### src/rtl/gpr_wb_arbiter_if.sv
// Writeback request bundle shared between the writeback sources and the GPR port arbiter.
//   ReqValid  source -> arbiter  per-source write pending
//   ReqSel    source -> arbiter  destination register of source i at [i*AW +: AW]
//   ReqData   source -> arbiter  write data of source i at [i*DW +: DW]
//   ReqAck    arbiter -> source  one-hot accept, valid in the same cycle
interface gpr_wb_arbiter_if #(
  parameter int unsigned NREQ = 3,
  parameter int unsigned DW   = 32,
  parameter int unsigned AW   = 5
);
  logic [NREQ-1:0]    ReqValid;
  logic [NREQ*AW-1:0] ReqSel;
  logic [NREQ*DW-1:0] ReqData;
  logic [NREQ-1:0]    ReqAck;

  modport master (output ReqValid, ReqSel, ReqData, input ReqAck);
  modport slave  (input ReqValid, ReqSel, ReqData, output ReqAck);
endinterface

### src/rtl/gpr_wb_arbiter.sv
// Shares the single GPR write port between NREQ writeback sources (ALU=0, LOAD=1, MDU=2).
// The granted write is registered onto WE/WeSel/WData one cycle after its ack; Pending
// exposes every register with a write in flight so decode can stall on RAW hazards.
// Ports:
//   clk      rising-edge clock
//   rst      synchronous reset, active-high
//   Hold     freezes arbitration (no new grants, pointer frozen)
//   req      request bundle (slave side): ReqValid/ReqSel/ReqData in, ReqAck out
//   WE       registered GPR write enable
//   WeSel    registered GPR write index
//   WData    registered GPR write data
//   Pending  per-register in-flight mask (combinational)
// Build option: define WB_FIXED_PRIO_EN for fixed priority (lowest index wins, no pointer);
// the default build arbitrates round-robin.
module gpr_wb_arbiter #(
  parameter int unsigned NREQ = 3,
  parameter int unsigned DW   = 32,
  parameter int unsigned AW   = 5
) (
  input  logic                 clk,
  input  logic                 rst,
  input  logic                 Hold,
  gpr_wb_arbiter_if.slave      req,
  output logic                 WE,
  output logic [AW-1:0]        WeSel,
  output logic [DW-1:0]        WData,
  output logic [(2**AW)-1:0]   Pending
);
  localparam int unsigned NREG = 2 ** AW;
  localparam int unsigned PW   = (NREQ > 1) ? $clog2(NREQ) : 1;

  logic [NREQ-1:0] ack;
  logic [PW-1:0]   gidx;
  logic [AW-1:0]   gsel;
  logic [DW-1:0]   gdata;

`ifdef WB_FIXED_PRIO_EN
  // Lowest valid index wins: scan downward so the smallest index is written last.
  always_comb begin
    ack  = '0;
    gidx = '0;
    if (!rst && !Hold) begin
      for (int i = int'(NREQ) - 1; i >= 0; i--) begin
        if (req.ReqValid[i]) begin
          ack  = NREQ'(1) << i;
          gidx = PW'(i);
        end
      end
    end
  end
`else
  logic [PW-1:0] ptr;
  int unsigned   idx;

  // Round-robin: candidates ptr+1 .. ptr+NREQ, scanned farthest first so the nearest wins.
  always_comb begin
    ack  = '0;
    gidx = '0;
    idx  = 0;
    if (!rst && !Hold) begin
      for (int unsigned k = NREQ; k >= 1; k--) begin
        idx = (32'(ptr) + k) % NREQ;
        if (req.ReqValid[PW'(idx)]) begin
          ack  = NREQ'(1) << idx;
          gidx = PW'(idx);
        end
      end
    end
  end

  // Pointer remembers the last grant; reset value makes req 0 win first.
  always_ff @(posedge clk) begin
    if (rst) begin
      ptr <= PW'(NREQ - 1);
    end else if (|ack) begin
      ptr <= gidx;
    end
  end
`endif

  assign req.ReqAck = ack;
  assign gsel       = req.ReqSel[32'(gidx) * AW +: AW];
  assign gdata      = req.ReqData[32'(gidx) * DW +: DW];

  // Write port register: r0 writes are accepted but issue as an all-zero idle cycle.
  always_ff @(posedge clk) begin
    if (rst) begin
      WE    <= 1'b0;
      WeSel <= '0;
      WData <= '0;
    end else if ((|ack) && (gsel != '0)) begin
      WE    <= 1'b1;
      WeSel <= gsel;
      WData <= gdata;
    end else begin
      WE    <= 1'b0;
      WeSel <= '0;
      WData <= '0;
    end
  end

  // Valid requests (including one being acked now) plus the write currently on the port.
  always_comb begin
    Pending = '0;
    for (int unsigned i = 0; i < NREQ; i++) begin
      if (req.ReqValid[i]) begin
        Pending[req.ReqSel[i * AW +: AW]] = 1'b1;
      end
    end
    if (WE) begin
      Pending[WeSel] = 1'b1;
    end
    Pending[0] = 1'b0;
  end

  // Keeps NREG meaningful for readers and guards against an illegal index width.
  if (NREG < 2) begin : g_bad_aw
    $error("AW must be at least 1");
  end
endmodule

### src/flat_wrapper.sv
// flat-port wrapper written by rule: the top's interface ports become plain ports
module gpr_wb_arbiter_flat 
#(
  parameter int unsigned NREQ = 3,
  parameter int unsigned DW   = 32,
  parameter int unsigned AW   = 5
)
  (clk, rst, Hold, WE, WeSel, WData, Pending, req_ReqValid, req_ReqSel, req_ReqData, req_ReqAck);
  gpr_wb_arbiter_if #(.NREQ(NREQ), .DW(DW), .AW(AW)) req_i ();
  input  logic clk;
  input  logic rst;
  input  logic Hold;
  output logic WE;
  output logic [AW-1:0] WeSel;
  output logic [DW-1:0] WData;
  output logic [(2**AW)-1:0] Pending;
  input wire logic [$bits(req_i.ReqValid)-1:0] req_ReqValid;
  input wire logic [$bits(req_i.ReqSel)-1:0] req_ReqSel;
  input wire logic [$bits(req_i.ReqData)-1:0] req_ReqData;
  output wire logic [$bits(req_i.ReqAck)-1:0] req_ReqAck;
  assign req_i.ReqValid = req_ReqValid;
  assign req_i.ReqSel = req_ReqSel;
  assign req_i.ReqData = req_ReqData;
  assign req_ReqAck = req_i.ReqAck;
  gpr_wb_arbiter #(.NREQ(NREQ), .DW(DW), .AW(AW)) u_core (.clk(clk), .rst(rst), .Hold(Hold), .req(req_i), .WE(WE), .WeSel(WeSel), .WData(WData), .Pending(Pending));
endmodule
### config.mk
export PLATFORM = sky130hd
export DESIGN_NAME = gpr_wb_arbiter_flat
export DESIGN_NICKNAME = d
export VERILOG_FILES = /design/src/rtl/gpr_wb_arbiter_if.sv /design/src/rtl/gpr_wb_arbiter.sv /design/src/flat_wrapper.sv
export SDC_FILE = /design/constraint.sdc
export NUM_CORES = 1
export LEC_CHECK = 0
export CAP_MARGIN = 20
export CORE_MARGIN = 2
export CORE_UTILIZATION = 35
export DETAILED_ROUTE_END_ITERATION = 8
export MAX_ROUTING_LAYER = met4
export PLACE_DENSITY_LB_ADDON = 0.1
export SYNTH_ARGS = -nofsm -noshare
export SYNTH_HDL_FRONTEND = slang
export SYNTH_SLANG_ARGS = --single-unit
### constraint.sdc
create_clock -name clk -period 2.1 [get_ports clk]
set_input_delay 0.42 -clock clk [delete_from_list [all_inputs] [get_ports clk]]
set_output_delay 0.42 -clock clk [all_outputs]
set_load 0.03 [all_outputs]
==> tab_implementation.tex, run 1 <==
\begin{tabular}{lr}
\hline
Metric & Value \\
\hline
\multicolumn{2}{l}{\textbf{Pwr}} \\
\quad Power share of the sequential group & 0.314 \\
\quad IR Drop Worst-Case VDD & 0.293 mV \\
\quad Leakage Power & 2.65 nW \\
\quad Total power consumption of the routed design & 0.00276 W \\
\quad Switching component of the power & 0.000927 W \\
\quad Clock Power Share & 0.225 \\
\quad Pint & 0.00183 W \\
\quad Power density over cell area & 437 nW/um2 \\
\quad Switching share of power & 0.336 \\
\quad Logic gate share of total power & 0.461 \\
\multicolumn{2}{l}{\textbf{STA}} \\
\quad Worst hold slack & 0.520 ns \\
\quad Hold Violations, Final & 0 \\
\quad Setup Viol. Count Final & 35 \\
\quad Fin Setup TNS & -1.68 ns \\
\quad Clock period minus final worst setup slack & 2.22 ns \\
\quad Unrepaired setup endpoints after global routing & true \\
\quad Worst clock skew & 0.00848 ns \\
\quad Worst Slack Setup Final & -0.120 ns \\
\quad Maximum frequency from static timing analysis & 0.451 GHz \\
\quad Final Cycle Share & 1.06 \\
\quad Number of pins exceeding their max-slew limit in the final report & 0 \\
\multicolumn{2}{l}{\textbf{Placement}} \\
\quad Port Buffers & 188 \\
\quad Placement Cell Area & 5650 um2 \\
\quad Post-detailed-placement half-perimeter wirelength & 10100 um \\
\quad Routability cong. & 1.06 \\
\quad Number of cells in the design after placement & 720 \\
\multicolumn{2}{l}{\textbf{Min path}} \\
\quad Class of the most critical hold timing path & reg -> reg \\
\quad Worst Hold Path Cells & 1 \\
\multicolumn{2}{l}{\textbf{Global route}} \\
\quad Top Usage Layer GRT & met2 \\
\quad Number of antenna violations at the first check in global routing & 0 \\
\quad Met2 track demand over resource in global routing & 0.455 \\
\quad Via count of the first global-routing pass & 4043 \\
\quad Wire length of the first global-routing pass & 20300 um \\
\quad Remaining global-route overflow & 0 \\
\quad GR met1 Demand/Resource & 0.295 \\
\quad Pin count of the biggest net entering global routing & 33 \\
\quad Global-route total usage across every layer & 0.259 \\
\quad Met3 layer usage reported by global route & 0.0458 \\
\multicolumn{2}{l}{\textbf{Drt}} \\
\quad Routed len/inst & 18.5 um \\
\quad Starting DRT DRC Count & 169 \\
\quad DRC errors left & 0 \\
\quad Vias per std cell & 5.56 \\
\quad Antenna Violating Nets Remaining & 0 \\
\quad Overall via count from detail\_route & 4154 \\
\quad Overall routed net length & 13800 um \\
\quad Number of iterations in the first detailed-routing pass & 4 \\
\multicolumn{2}{l}{\textbf{Cells and area}} \\
\quad Antenna cells & 0 \\
\quad Nets & 754 \\
\quad Area growth syn-to-layout & 93.0\% \\
\quad Fill count & 729 \\
\quad Post-Layout Inst Area & 6310 um2 \\
\quad Fraction of layout cells with a size suffix above 1 & 0.358 \\
\quad Layout Cells excl Fill & 747 \\
\multicolumn{2}{l}{\textbf{Setup path}} \\
\quad Endpoint class of the critical path & primary output \\
\quad Crit-path slowest cell & sky130\_fd\_sc\_hd\_\_dfxtp\_2 \\
\quad Crit path max-delay family & compound AO/OA/AOI/OAI gates \\
\quad Critical Path Max Stage Delay & 0.34 ns \\
\quad Type of the worst setup path & reg -> out \\
\quad R2R setup slack & -0.07 ns \\
\quad Data required time at the worst endpoint & 1.68 ns \\
\quad Buffers and inverters on the worst path & 3 \\
\quad Cell-by-cell listing of the critical path & inv\_2 -> ha\_4 -> a21o\_1 -> a221o\_1 -> or2\_4 -> clkinv\_4 -> buf\_6 \\
\quad Type of element launching the critical path & flip-flop \\
\quad Depth of the critical timing path with buffers and inverters included & 7 \\
\quad Worst-case reg-to-reg path depth & 10 \\
\quad Largest fanout on the critical path & 4 \\
\quad Arrival time of the worst setup path & 1.80 ns \\
\multicolumn{2}{l}{\textbf{Synth}} \\
\quad Main combinational cell family by area after synthesis & compound AO/OA/AOI/OAI gates \\
\quad EDFF count, synth & 0 \\
\quad Mapped Cells & 390 \\
\quad Post-synthesis xor/xnor area fraction & 0 \\
\quad Share of synthesized cell area in full adder, half adder and majority cells & 0.00766 \\
\quad Share of synthesized flip-flops with an asynchronous set or reset & 0 \\
\quad Register bit count reported by yosys & 40 \\
\quad Number of unique standard cell types used by synthesis & 53 \\
\quad Synth warnings & 0 \\
\quad Synthesized Nets & 509 \\
\quad Mux share of post-synthesis cell area & 0.0980 \\
\quad Simple-Gate Fraction of Synth Area & 0.242 \\
\quad Sequential cell area fraction in the yosys report & 0.245 \\
\quad Complex-gate fraction of the synthesized area & 0.321 \\
\quad Most used flip-flop cell after synthesis & sky130\_fd\_sc\_hd\_\_dfxtp\_1 \\
\quad Post-synth design cell area & 3270 um2 \\
\quad Mean post-synth cell area & 8.38 um2 \\
\multicolumn{2}{l}{\textbf{Clock network}} \\
\quad Cts bufs inserted & 5 \\
\quad Clock insertion delay at the later pin of the skew report & 0.29 ns \\
\quad Reg clk slew, reported paths & 0.08 ns \\
\quad Clock tree root buffer cell & sky130\_fd\_sc\_hd\_\_clkbuf\_8 \\
\quad Deepest clock path buffer count & 2 \\
\quad Clock tree from TritonCTS & built \\
\quad H-tree Lvls & 2 \\
\quad Hold Buf Count CTS & 0 \\
\quad Clock Sink Count & 40 \\
\multicolumn{2}{l}{\textbf{Die}} \\
\quad Boundary Pins & 190 \\
\quad Die span in x & 101 um \\
\quad Die height & 101 um \\
\quad Initial Util & 0.357 \\
\quad Placement row count & 35 \\
\quad Die area & 10100 um2 \\
\quad Area of the placeable core & 9150 um2 \\
\multicolumn{2}{l}{\textbf{Status}} \\
\quad Outcome & finished, violations left \\
\quad Failing checks & setup timing \\
\multicolumn{2}{l}{\textbf{Job}} \\
\quad Max Cap Violations & 0 \\
\hline
\end{tabular}
## worst reg2reg max path, cell delays in order (launching register included)
cell                        delay, ns
sky130_fd_sc_hd__dfxtp_2         0.34
sky130_fd_sc_hd__inv_2           0.05
sky130_fd_sc_hd__ha_4            0.22
sky130_fd_sc_hd__a21o_1          0.16
sky130_fd_sc_hd__a221o_1         0.31
sky130_fd_sc_hd__or2_4           0.26
sky130_fd_sc_hd__buf_6           0.15
sky130_fd_sc_hd__a31oi_4         0.16
sky130_fd_sc_hd__buf_6           0.17
sky130_fd_sc_hd__clkbuf_16       0.17
sky130_fd_sc_hd__o31ai_4         0.07
## cells in the mapped netlist (3+ instances only)
| master | count | area (um2) |
|---|---|---|
| sky130_fd_sc_hd__o22ai_1 | 10 | 62.6 |
| sky130_fd_sc_hd__nor3_1 | 5 | 25.0 |
| sky130_fd_sc_hd__mux2i_1 | 32 | 320 |
| sky130_fd_sc_hd__o221ai_1 | 16 | 140 |
| sky130_fd_sc_hd__nor2_1 | 29 | 109 |
| sky130_fd_sc_hd__or3_1 | 4 | 25.0 |
| sky130_fd_sc_hd__buf_4 | 5 | 37.5 |
| sky130_fd_sc_hd__a211o_1 | 4 | 35.0 |
| sky130_fd_sc_hd__nand2_1 | 53 | 199 |
| sky130_fd_sc_hd__nand3b_1 | 10 | 75.1 |
| sky130_fd_sc_hd__o211ai_1 | 6 | 45.0 |
| sky130_fd_sc_hd__or3b_2 | 5 | 43.8 |
| sky130_fd_sc_hd__a31oi_1 | 6 | 37.5 |
| sky130_fd_sc_hd__o31ai_2 | 30 | 375 |
| sky130_fd_sc_hd__a22oi_1 | 7 | 52.6 |
| sky130_fd_sc_hd__inv_1 | 11 | 41.3 |
| sky130_fd_sc_hd__dfxtp_1 | 40 | 801 |
| sky130_fd_sc_hd__buf_2 | 4 | 20.0 |
| sky130_fd_sc_hd__a221o_1 | 10 | 100 |
| sky130_fd_sc_hd__clkbuf_1 | 21 | 78.8 |
| sky130_fd_sc_hd__and3_1 | 4 | 25.0 |
| sky130_fd_sc_hd__buf_6 | 4 | 45.0 |
| sky130_fd_sc_hd__nor3b_1 | 9 | 67.6 |
| sky130_fd_sc_hd__nand3_1 | 14 | 70.1 |
| sky130_fd_sc_hd__or2_2 | 4 | 25.0 |
| sky130_fd_sc_hd__a21oi_1 | 9 | 45.0 |
| sky130_fd_sc_hd__and2_1 | 3 | 18.8 |
| sky130_fd_sc_hd__and3b_1 | 4 | 35.0 |
## sequential cells by signal (all words and copies together), names as in the netlist
register / count
u_core.WData: 32
u_core.WeSel: 5
u_core.ptr: 2
u_core.WE: 1
## path summary, 6_finish.rpt
check / startpoint / end
setup / recovery: u_core.ptr[0]$_SDFFE_PP0P_ / req_ReqAck[1]
hold / removal: u_core.ptr[1]$_SDFFE_PP1P_ / u_core.ptr[1]$_SDFFE_PP1P_
setup reg to reg: u_core.ptr[0]$_SDFFE_PP0P_ / u_core.WData[17]$_SDFF_PP0_
hold reg to reg: u_core.ptr[1]$_SDFFE_PP1P_ / u_core.ptr[1]$_SDFFE_PP1P_
## layout by cell type, fill, tap and decap left out, drive strengths merged, types with 5 or more instances in the layout
cell type	netlist	final
clkdlybuf4s15	0	5
a21oi	9	9
or3b	5	5
o211ai	6	6
dlygate4sd2	0	8
a31oi	7	7
o22ai	10	10
or2	5	5
nor3	6	6
o31ai	32	32
nor3b	9	9
nand3b	10	10
clkbuf	21	13
clkdlybuf4s50	0	136
nor2	31	31
o221ai	16	16
nand2	53	53
inv	12	11
a221o	10	10
buf	16	118
dfxtp	40	40
mux2i	32	32
a22oi	7	7
nand3	14	14
## cells by family (layout without fill, tap and decap cells)
kind of cell,count (synthesis),count (layout)
other cells,1,1
mux,32,32
compound gates,113,113
fa+ha+maj,2,2
simple gates,153,153
flops,40,40
buf+inv,49,295
## power by group through the flow
| stage | logic (W) | clock network, W | registers (W) |
|---|---|---|---|
| floorplan | 0.000464 | 0 | 0.000989 |
| global placement | 0.00111 | 0 | 0.000879 |
| detailed placement | 0.00113 | 0 | 0.000881 |
| CTS | 0.00120 | 0.000631 | 0.000865 |
| global route | 0.00134 | 0.000666 | 0.000873 |
| finish | 0.00127 | 0.000620 | 0.000866 |
## repair_timing
action | 4_1_cts | 5_1_grt
endpoints found under the setup margin | 68 | 62
gates resized for setup | 73 | 46
pin swaps | 6 | 9
buffers inserted | 10 | 6
gates cloned | 3 | 2
## area by class of cell
| type | count | area [um2] | share of cell area |
|---|---|---|---|
| well taps | 111 | 139 | 0.0220 |
| multi-input cells | 301 | 2510 | 0.399 |
| flip-flops and latches | 40 | 812 | 0.129 |
| repair buffers | 275 | 2680 | 0.425 |
| clock inverters | 2 | 35.0 | 0.00556 |
| clock buffers | 6 | 72.6 | 0.0115 |
| inverters | 12 | 50.0 | 0.00794 |
## stage by stage
| step | setup WS [ns] | util |
|---|---|---|
| 6_report | -0.120 | 0.689 |
| 5_1_grt | -0.194 | 0.689 |
| 4_1_cts | -0.183 | 0.662 |
| 3_5_place_dp | -0.371 | 0.617 |
| 3_3_place_gp | -0.353 | 0.617 |
| 2_1_floorplan | -0.0587 | - |
## layer usage
layer / wire length (um) / vias up
met5: 0 / -
met1: 5500 / 1928
li1: - / 1954
met4: 254 / 0
met3: 1230 / 36
met2: 6810 / 236
(Power assumes the default switching activity.)
==> run 2: changes to the inputs <==
--- a/config.mk
+++ b/config.mk
@@ -7,10 +7,11 @@
 export LEC_CHECK = 0
 export CAP_MARGIN = 20
 export CORE_MARGIN = 2
-export CORE_UTILIZATION = 35
+export CORE_UTILIZATION = 36
+export CTS_BUF_LIST = sky130_fd_sc_hd__clkbuf_4
 export DETAILED_ROUTE_END_ITERATION = 8
 export MAX_ROUTING_LAYER = met4
-export PLACE_DENSITY_LB_ADDON = 0.1
+export PLACE_DENSITY = 0.77
 export SYNTH_ARGS = -nofsm -noshare
 export SYNTH_HDL_FRONTEND = slang
 export SYNTH_SLANG_ARGS = --single-unit
==> tab_implementation.tex, run 2 (synthesized netlist as in run 1, its figures left out) <==
\begin{tabular}{lr}
\hline
Metric & Value \\
\hline
\multicolumn{2}{l}{\textbf{Status}} \\
\quad Outcome & finished, violations left (unchanged) \\
\quad Failing checks & setup timing (unchanged) \\
\multicolumn{2}{l}{\textbf{Placement}} \\
\quad Port Buffers & 188 (unchanged) \\
\quad Routability cong. & 0.949 (was 1.06) \\
\quad Worst slack after detailed placement & -0.473 ns (was -0.371 ns) \\
\quad Post-detailed-placement half-perimeter wirelength & 11000 um (was 10100 um) \\
\quad Number of cells in the design after placement & 724 (was 720) \\
\multicolumn{2}{l}{\textbf{Job}} \\
\quad Max Cap Violations & 0 (unchanged) \\
\multicolumn{2}{l}{\textbf{Setup path}} \\
\quad Worst-case reg-to-reg path depth & 10 (unchanged) \\
\quad Type of element launching the critical path & flip-flop (unchanged) \\
\quad Crit-path slowest cell & sky130\_fd\_sc\_hd\_\_dfxtp\_4 (was sky130\_fd\_sc\_hd\_\_dfxtp\_2) \\
\quad Largest fanout on the critical path & 5 (was 4) \\
\quad Most Frequent Cell on Critical Path & sky130\_fd\_sc\_hd\_\_buf\_6 \\
\quad R2R setup slack & -0.32 ns (was -0.07 ns) \\
\quad Cell-by-cell listing of the critical path & ha\_4 -> a21o\_1 -> a221o\_1 -> or2\_4 -> buf\_4 -> buf\_6 -> a31oi\_4 -> buf\_6 -> clkbuf\_16 -> o31ai\_4 (was inv\_2 -> ha\_4 -> a21o\_1 -> a221o\_1 -> or2\_4 -> clkinv\_4 -> buf\_6) \\
\quad Data required time at the worst endpoint & 2.33 ns (was 1.68 ns) \\
\quad Critical Path Max Stage Delay & 0.38 ns (was 0.34 ns) \\
\quad Endpoint class of the critical path & flip-flop (was primary output) \\
\quad Type of the worst setup path & reg -> reg (was reg -> out) \\
\quad Arrival time of the worst setup path & 2.65 ns (was 1.80 ns) \\
\quad Worst setup path start & u\_core.ptr[1]\$\_SDFFE\_PP1P\_ (was u\_core.ptr[0]\$\_SDFFE\_PP0P\_) \\
\quad Reg-to-Reg Start & u\_core.ptr[1]\$\_SDFFE\_PP1P\_ (was u\_core.ptr[0]\$\_SDFFE\_PP0P\_) \\
\multicolumn{2}{l}{\textbf{Drt}} \\
\quad DRC errors left & 0 (unchanged) \\
\quad Number of iterations in the first detailed-routing pass & 6 (was 4) \\
\quad Antenna Violating Nets Remaining & 0 (unchanged) \\
\quad Starting DRT DRC Count & 189 (was 169) \\
\quad Overall routed net length & 15000 um (was 13800 um) \\
\quad Vias per std cell & 5.65 (was 5.56) \\
\quad Routed len/inst & 19.8 um (was 18.5 um) \\
\quad Overall via count from detail\_route & 4295 (was 4154) \\
\multicolumn{2}{l}{\textbf{Pwr}} \\
\quad Leakage Power & 2.74 nW (was 2.65 nW) \\
\quad Power density over cell area & 405 nW/um2 (was 437 nW/um2) \\
\quad Pint & 0.00169 W (was 0.00183 W) \\
\quad Switching share of power & 0.360 (was 0.336) \\
\quad Clock Power Share & 0.149 (was 0.225) \\
\quad Switching component of the power & 0.000948 W (was 0.000927 W) \\
\quad IR Drop Worst-Case VDD & 0.232 mV (was 0.293 mV) \\
\quad Logic gate share of total power & 0.522 (was 0.461) \\
\quad Power share of the sequential group & 0.329 (was 0.314) \\
\multicolumn{2}{l}{\textbf{STA}} \\
\quad Unrepaired setup endpoints after global routing & true (unchanged) \\
\quad Worst Slack Setup Final & -0.321 ns (was -0.120 ns) \\
\quad Setup Viol. Count Final & 44 (was 35) \\
\quad Fin Setup TNS & -9.30 ns (was -1.68 ns) \\
\quad Hold Violations, Final & 0 (unchanged) \\
\quad Worst hold slack & 0.499 ns (was 0.520 ns) \\
\quad Final Cycle Share & 1.15 (was 1.06) \\
\quad Clock period minus final worst setup slack & 2.42 ns (was 2.22 ns) \\
\quad Worst clock skew & 0.0168 ns (was 0.00848 ns) \\
\quad Maximum frequency from static timing analysis & 0.413 GHz (was 0.451 GHz) \\
\quad Number of pins exceeding their max-slew limit in the final report & 0 (unchanged) \\
\multicolumn{2}{l}{\textbf{Cells and area}} \\
\quad Largest registers & u\_core.WData x32, u\_core.WeSel x5, u\_core.ptr x2 (unchanged) \\
\quad Area taken by multi-input logic gates & 2570 um2 (was 2510 um2) \\
\quad Most common library cell in the layout ignoring fill and taps & sky130\_fd\_sc\_hd\_\_clkdlybuf4s50\_1 (unchanged) \\
\quad Area growth syn-to-layout & 99.2\% (was 93.0\%) \\
\quad Fraction of layout cells with a size suffix above 1 & 0.411 (was 0.358) \\
\quad Fill count & 661 (was 729) \\
\quad Highest-count cells in the layout ignoring fill and taps & sky130\_fd\_sc\_hd\_\_clkdlybuf4s50\_1 (136), sky130\_fd\_sc\_hd\_\_buf\_4 (91), sky130\_fd\_sc\_hd\_\_nand2\_1 (51) (was sky130\_fd\_sc\_hd\_\_clkdlybuf4s50\_1 (136), sky130\_fd\_sc\_hd\_\_buf\_4 (84), sky130\_fd\_sc\_hd\_\_nand2\_1 (52)) \\
\quad Layout Cells excl Fill & 760 (was 747) \\
\quad Largest Register & u\_core.WData (unchanged) \\
\quad Nets & 768 (was 754) \\
\quad Total area of sequential cells & 821 um2 (was 812 um2) \\
\quad Finished Core Util & 0.742 (was 0.689) \\
\quad Flip-flop count of the largest register after layout & 32 (unchanged) \\
\multicolumn{2}{l}{\textbf{Die}} \\
\quad Area of the placeable core & 8760 um2 (was 9150 um2) \\
\quad Die area & 9850 um2 (was 10100 um2) \\
\quad Initial Util & 0.373 (was 0.357) \\
\quad Die height & 99.3 um (was 101 um) \\
\quad Placement row count & 34 (was 35) \\
\quad Boundary Pins & 190 (unchanged) \\
\quad Die span in x & 99.3 um (was 101 um) \\
\multicolumn{2}{l}{\textbf{Clock network}} \\
\quad Clock tree from TritonCTS & built (unchanged) \\
\quad Clock insertion delay at the later pin of the skew report & 0.35 ns (was 0.29 ns) \\
\quad Clock Sink Count & 40 (unchanged) \\
\quad Cts bufs inserted & 5 (unchanged) \\
\quad Deepest clock path buffer count & 2 (unchanged) \\
\quad Clock tree root buffer cell & sky130\_fd\_sc\_hd\_\_clkbuf\_4 (was sky130\_fd\_sc\_hd\_\_clkbuf\_8) \\
\quad Reg clk slew, reported paths & 0.13 ns (was 0.08 ns) \\
\quad Hold Buf Count CTS & 0 (unchanged) \\
\quad H-tree Lvls & 2 (unchanged) \\
\multicolumn{2}{l}{\textbf{Global route}} \\
\quad Number of antenna violations at the first check in global routing & 2 (was 0) \\
\quad Pin count of the biggest net entering global routing & 33 (unchanged) \\
\quad Global-route total usage across every layer & 0.292 (was 0.259) \\
\quad Wire length of the first global-routing pass & 22500 um (was 20300 um) \\
\quad Remaining global-route overflow & 0 (unchanged) \\
\quad Via count of the first global-routing pass & 4272 (was 4043) \\
\multicolumn{2}{l}{\textbf{Min path}} \\
\quad Worst Hold Path Cells & 4 (was 1) \\
\quad HP Start & req\_ReqSel[5] (was u\_core.ptr[1]\$\_SDFFE\_PP1P\_) \\
\quad Class of the most critical hold timing path & in -> reg (was reg -> reg) \\
\hline
\end{tabular}
==> run 2: layer usage <==
| layer | track usage | share of wire | vias to the layer above |
|---|---|---|---|
| li1 | - | - | 1997 |
| met4 | 0.0727 | 0.026 | 0 |
| met5 | - | 0 | - |
| met3 | 0.0478 | 0.086 | 41 |
| met2 | 0.515 | 0.50 | 239 |
| met1 | 0.345 | 0.39 | 2018 |
==> run 2: worst paths after layout <==
kind                                 endpoint
setup reg to reg  u_core.WData[26]$_SDFF_PP0_
hold / removal     u_core.WeSel[0]$_SDFF_PP0_
setup / recovery  u_core.WData[26]$_SDFF_PP0_
hold reg to reg    u_core.ptr[1]$_SDFFE_PP1P_
==> run 2: through the flow <==
step | area (um2) | total power (W)
3_3_place_gp | 5710 | 0.00202
3_5_place_dp | 5710 | 0.00203
2_1_floorplan | 3360 | 0.00145
5_1_grt | 6510 | 0.00275
6_report | 6510 | 0.00263
4_1_cts | 6210 | 0.00255
==> run 2: cell type report <==
cell class	instances	share of cell area
flip-flops and latches	40	0.126
well taps	108	0.0208
diodes	2	0.000769
multi-input cells	301	0.395
clock buffers	6	0.00692
inverters	12	0.00865
clock inverters	2	0.00173
repair buffers	289	0.440
==> run 2: power by group through the flow <==
| stage | sequential, W | clock, W | combinational, W |
|---|---|---|---|
| after floorplan | 0.000989 | 0 | 0.000464 |
| after global placement | 0.000880 | 0 | 0.00114 |
| after detailed placement | 0.000882 | 0 | 0.00115 |
| after CTS | 0.000869 | 0.000399 | 0.00128 |
| after global routing | 0.000873 | 0.000431 | 0.00144 |
| final | 0.000866 | 0.000393 | 0.00138 |
==> run 2: critical path: cells and delay by family (launching register included) <==
family | cells | cell delay [ns]
simple gates | 1 | 0.27
buf+inv | 4 | 0.60
flops | 1 | 0.38
fa+ha+maj | 1 | 0.26
compound gates | 4 | 0.78
==> run 2: what timing repair did <==
action	4_1_cts	5_1_grt
gates cloned	4	2
buffers inserted	16	13
gates resized for setup	89	74
endpoints found under the setup margin	68	72
pin swaps	13	25
==> run 3: changes to the inputs <==
--- a/config.mk
+++ b/config.mk
@@ -5,13 +5,13 @@
 export SDC_FILE = /design/constraint.sdc
 export NUM_CORES = 1
 export LEC_CHECK = 0
-export CAP_MARGIN = 20
 export CORE_MARGIN = 2
 export CORE_UTILIZATION = 36
 export CTS_BUF_LIST = sky130_fd_sc_hd__clkbuf_4
 export DETAILED_ROUTE_END_ITERATION = 8
 export MAX_ROUTING_LAYER = met4
 export PLACE_DENSITY = 0.77
+export SKIP_LAST_GASP = 1
 export SYNTH_ARGS = -nofsm -noshare
 export SYNTH_HDL_FRONTEND = slang
 export SYNTH_SLANG_ARGS = --single-unit
==> tab_implementation.tex, run 3 (synthesized netlist as in run 1, its figures left out) <==
\begin{tabular}{lr}
\hline
Metric & Value \\
\hline
\multicolumn{2}{l}{\textbf{Pwr}} \\
\quad Logic gate share of total power & 0.521 (was 0.522) \\
\quad Pint & 0.00168 W (was 0.00169 W) \\
\quad Leakage Power & 2.73 nW (was 2.74 nW) \\
\quad Total power consumption of the routed design & 0.00263 W (about the same) \\
\quad Power density over cell area & 406 nW/um2 (was 405 nW/um2) \\
\quad Clock Power Share & 0.150 (was 0.149) \\
\quad Power share of the sequential group & 0.329 (about the same) \\
\quad Switching component of the power & 0.000946 W (was 0.000948 W) \\
\quad Switching share of power & 0.360 (about the same) \\
\quad IR Drop Worst-Case VDD & 0.232 mV (about the same) \\
\multicolumn{2}{l}{\textbf{STA}} \\
\quad Number of pins exceeding their max-slew limit in the final report & 0 (unchanged) \\
\quad Setup Viol. Count Final & 44 (unchanged) \\
\quad Clock period minus final worst setup slack & 2.42 ns (about the same) \\
\quad Worst clock skew & 0.0177 ns (was 0.0168 ns) \\
\quad Hold Violations, Final & 0 (unchanged) \\
\quad Maximum frequency from static timing analysis & 0.413 GHz (about the same) \\
\quad Unrepaired setup endpoints after global routing & true (unchanged) \\
\quad Fin Setup TNS & -9.53 ns (was -9.30 ns) \\
\quad Final Cycle Share & 1.15 (about the same) \\
\quad Worst Slack Setup Final & -0.324 ns (was -0.321 ns) \\
\quad Worst hold slack & 0.497 ns (was 0.499 ns) \\
\multicolumn{2}{l}{\textbf{Status}} \\
\quad Failing checks & setup timing (unchanged) \\
\quad Outcome & finished, violations left (unchanged) \\
\multicolumn{2}{l}{\textbf{Cells and area}} \\
\quad Fill count & 670 (was 661) \\
\quad Largest registers & u\_core.WData x32, u\_core.WeSel x5, u\_core.ptr x2 (unchanged) \\
\quad Total area of sequential cells & 821 um2 (unchanged) \\
\quad Area taken by multi-input logic gates & 2550 um2 (was 2570 um2) \\
\quad Fraction of layout cells with a size suffix above 1 & 0.405 (was 0.411) \\
\quad Highest-count cells in the layout ignoring fill and taps & sky130\_fd\_sc\_hd\_\_clkdlybuf4s50\_1 (136), sky130\_fd\_sc\_hd\_\_buf\_4 (92), sky130\_fd\_sc\_hd\_\_nand2\_1 (51) (was sky130\_fd\_sc\_hd\_\_clkdlybuf4s50\_1 (136), sky130\_fd\_sc\_hd\_\_buf\_4 (91), sky130\_fd\_sc\_hd\_\_nand2\_1 (51)) \\
\quad Largest Register & u\_core.WData (unchanged) \\
\quad Post-Layout Inst Area & 6480 um2 (was 6510 um2) \\
\quad Flip-flop count of the largest register after layout & 32 (unchanged) \\
\quad Most common library cell in the layout ignoring fill and taps & sky130\_fd\_sc\_hd\_\_clkdlybuf4s50\_1 (unchanged) \\
\quad Nets & 768 (unchanged) \\
\quad Area growth syn-to-layout & 98.4\% (was 99.2\%) \\
\multicolumn{2}{l}{\textbf{Clock network}} \\
\quad Clock insertion delay at the later pin of the skew report & 0.35 ns (about the same) \\
\quad Cts bufs inserted & 5 (unchanged) \\
\quad Reg clk slew, reported paths & 0.13 ns (about the same) \\
\quad Hold Buf Count CTS & 0 (unchanged) \\
\quad H-tree Lvls & 2 (unchanged) \\
\quad Clock tree root buffer cell & sky130\_fd\_sc\_hd\_\_clkbuf\_4 (unchanged) \\
\quad Clock tree from TritonCTS & built (unchanged) \\
\quad Deepest clock path buffer count & 2 (unchanged) \\
\quad Clock Sink Count & 40 (unchanged) \\
\multicolumn{2}{l}{\textbf{Min path}} \\
\quad Class of the most critical hold timing path & in -> reg (unchanged) \\
\multicolumn{2}{l}{\textbf{Die}} \\
\quad Placement row count & 34 (unchanged) \\
\quad Initial Util & 0.373 (unchanged) \\
\quad Die span in x & 99.3 um (unchanged) \\
\quad Die height & 99.3 um (unchanged) \\
\quad Boundary Pins & 190 (unchanged) \\
\quad Die area & 9850 um2 (unchanged) \\
\quad Area of the placeable core & 8760 um2 (unchanged) \\
\multicolumn{2}{l}{\textbf{Drt}} \\
\quad Antenna Violating Nets Remaining & 0 (unchanged) \\
\quad Starting DRT DRC Count & 203 (was 189) \\
\quad Routed len/inst & 19.8 um (about the same) \\
\quad Number of iterations in the first detailed-routing pass & 4 (was 6) \\
\quad DRC errors left & 0 (unchanged) \\
\quad Overall via count from detail\_route & 4266 (was 4295) \\
\quad Overall routed net length & 15000 um (about the same) \\
\quad Vias per std cell & 5.61 (was 5.65) \\
\multicolumn{2}{l}{\textbf{Global route}} \\
\quad Number of antenna violations at the first check in global routing & 2 (unchanged) \\
\quad Pin count of the biggest net entering global routing & 33 (unchanged) \\
\quad Wire length of the first global-routing pass & 22500 um (about the same) \\
\quad Via count of the first global-routing pass & 4271 (was 4272) \\
\quad Remaining global-route overflow & 0 (unchanged) \\
\quad Global-route total usage across every layer & 0.292 (unchanged) \\
\multicolumn{2}{l}{\textbf{Setup path}} \\
\quad Endpoint class of the critical path & flip-flop (unchanged) \\
\quad Cell-by-cell listing of the critical path & ha\_4 -> a21o\_1 -> a221o\_1 -> or2\_4 -> buf\_4 -> buf\_6 -> a31oi\_4 -> buf\_6 -> clkbuf\_16 -> o31ai\_4 (unchanged) \\
\quad Buffers and inverters on the worst path & 4 (unchanged) \\
\quad Type of the worst setup path & reg -> reg (unchanged) \\
\quad Type of element launching the critical path & flip-flop (unchanged) \\
\quad Crit-path slowest cell & sky130\_fd\_sc\_hd\_\_dfxtp\_4 (unchanged) \\
\quad Critical Path Max Stage Delay & 0.38 ns (about the same) \\
\quad Worst setup path start & u\_core.ptr[1]\$\_SDFFE\_PP1P\_ (unchanged) \\
\quad Most Frequent Cell on Critical Path & sky130\_fd\_sc\_hd\_\_buf\_6 (unchanged) \\
\quad R2R setup slack & -0.32 ns (about the same) \\
\quad CP endpoint & u\_core.WData[26]\$\_SDFF\_PP0\_ (unchanged) \\
\quad Depth of the critical timing path with buffers and inverters included & 10 (unchanged) \\
\quad Data required time at the worst endpoint & 2.33 ns (about the same) \\
\quad Destination of the worst register-to-register timing path & u\_core.WData[26]\$\_SDFF\_PP0\_ (unchanged) \\
\quad Crit path max-delay family & compound AO/OA/AOI/OAI gates (unchanged) \\
\quad Worst-case reg-to-reg path depth & 10 (unchanged) \\
\quad Arrival time of the worst setup path & 2.66 ns (was 2.65 ns) \\
\quad Largest fanout on the critical path & 5 (unchanged) \\
\quad Reg-to-Reg Start & u\_core.ptr[1]\$\_SDFFE\_PP1P\_ (unchanged) \\
\multicolumn{2}{l}{\textbf{Placement}} \\
\quad Worst slack after detailed placement & -0.473 ns (unchanged) \\
\quad Port Buffers & 188 (unchanged) \\
\quad Placement Cell Area & 5710 um2 (unchanged) \\
\quad Routability cong. & 0.949 (unchanged) \\
\quad Post-detailed-placement half-perimeter wirelength & 11000 um (unchanged) \\
\multicolumn{2}{l}{\textbf{Job}} \\
\quad Max Cap Violations & 0 (unchanged) \\
\hline
\end{tabular}
## run 3: per-stage QoR
stage,instances,util
5_1_grt,760,0.740
6_report,760,0.740
4_1_cts,750,0.709
3_5_place_dp,724,0.651
3_3_place_gp,724,0.651
2_1_floorplan,390,-
## run 3: cell type report
cell class | instances | share of cell area
antenna | 2 | 0.000772
clock buffer | 6 | 0.00695
sequential | 40 | 0.127
timing repair buffer | 289 | 0.441
multi-input combinational | 301 | 0.394
inverter | 12 | 0.00869
clock inverter | 2 | 0.00174
tap | 108 | 0.0208
## run 3: worst min-delay path by stage
stage	slack, ns	to	start	cells after the start
2_1_floorplan	0.48	u_core.ptr[0]$_SDFFE_PP0P_	rst	1
3_3_place_gp	0.56	u_core.ptr[1]$_SDFFE_PP1P_	u_core.ptr[1]$_SDFFE_PP1P_	1
3_5_place_dp	0.56	u_core.ptr[1]$_SDFFE_PP1P_	u_core.ptr[1]$_SDFFE_PP1P_	1
4_1_cts	0.53	u_core.ptr[1]$_SDFFE_PP1P_	u_core.ptr[1]$_SDFFE_PP1P_	1
5_1_grt	0.49	u_core.WeSel[1]$_SDFF_PP0_	req_ReqSel[6]	4
6_report	0.50	u_core.WeSel[0]$_SDFF_PP0_	req_ReqSel[5]	4
## run 3: tightest hold or removal path, cell delays in order
cell                      delay, ns
sky130_fd_sc_hd__buf_2         0.13
sky130_fd_sc_hd__buf_4         0.14
sky130_fd_sc_hd__nand2_1       0.05
sky130_fd_sc_hd__a31oi_1       0.08
## run 3: repair_timing
item,in CTS,in global routing
endpoints found under the setup margin,68,72
pin swaps,12,22
setup buffers,16,13
gates cloned,4,2
resized for setup,88,70
## run 3: routing by layer
metal	up-vias	share of wire	track usage
li1	1997	-	-
met4	0	0.023	0.0727
met1	2018	0.39	0.345
met2	218	0.50	0.515
met5	-	0	-
met3	33	0.081	0.0478
## run 3: power groups by stage
stage / Combinational, W / Sequential (W) / Clock, W
5_1_grt: 0.00144 / 0.000873 / 0.000431
3_5_place_dp: 0.00115 / 0.000882 / 0
6_report: 0.00137 / 0.000865 / 0.000394
4_1_cts: 0.00128 / 0.000869 / 0.000399
2_1_floorplan: 0.000464 / 0.000989 / 0
3_3_place_gp: 0.00114 / 0.000880 / 0
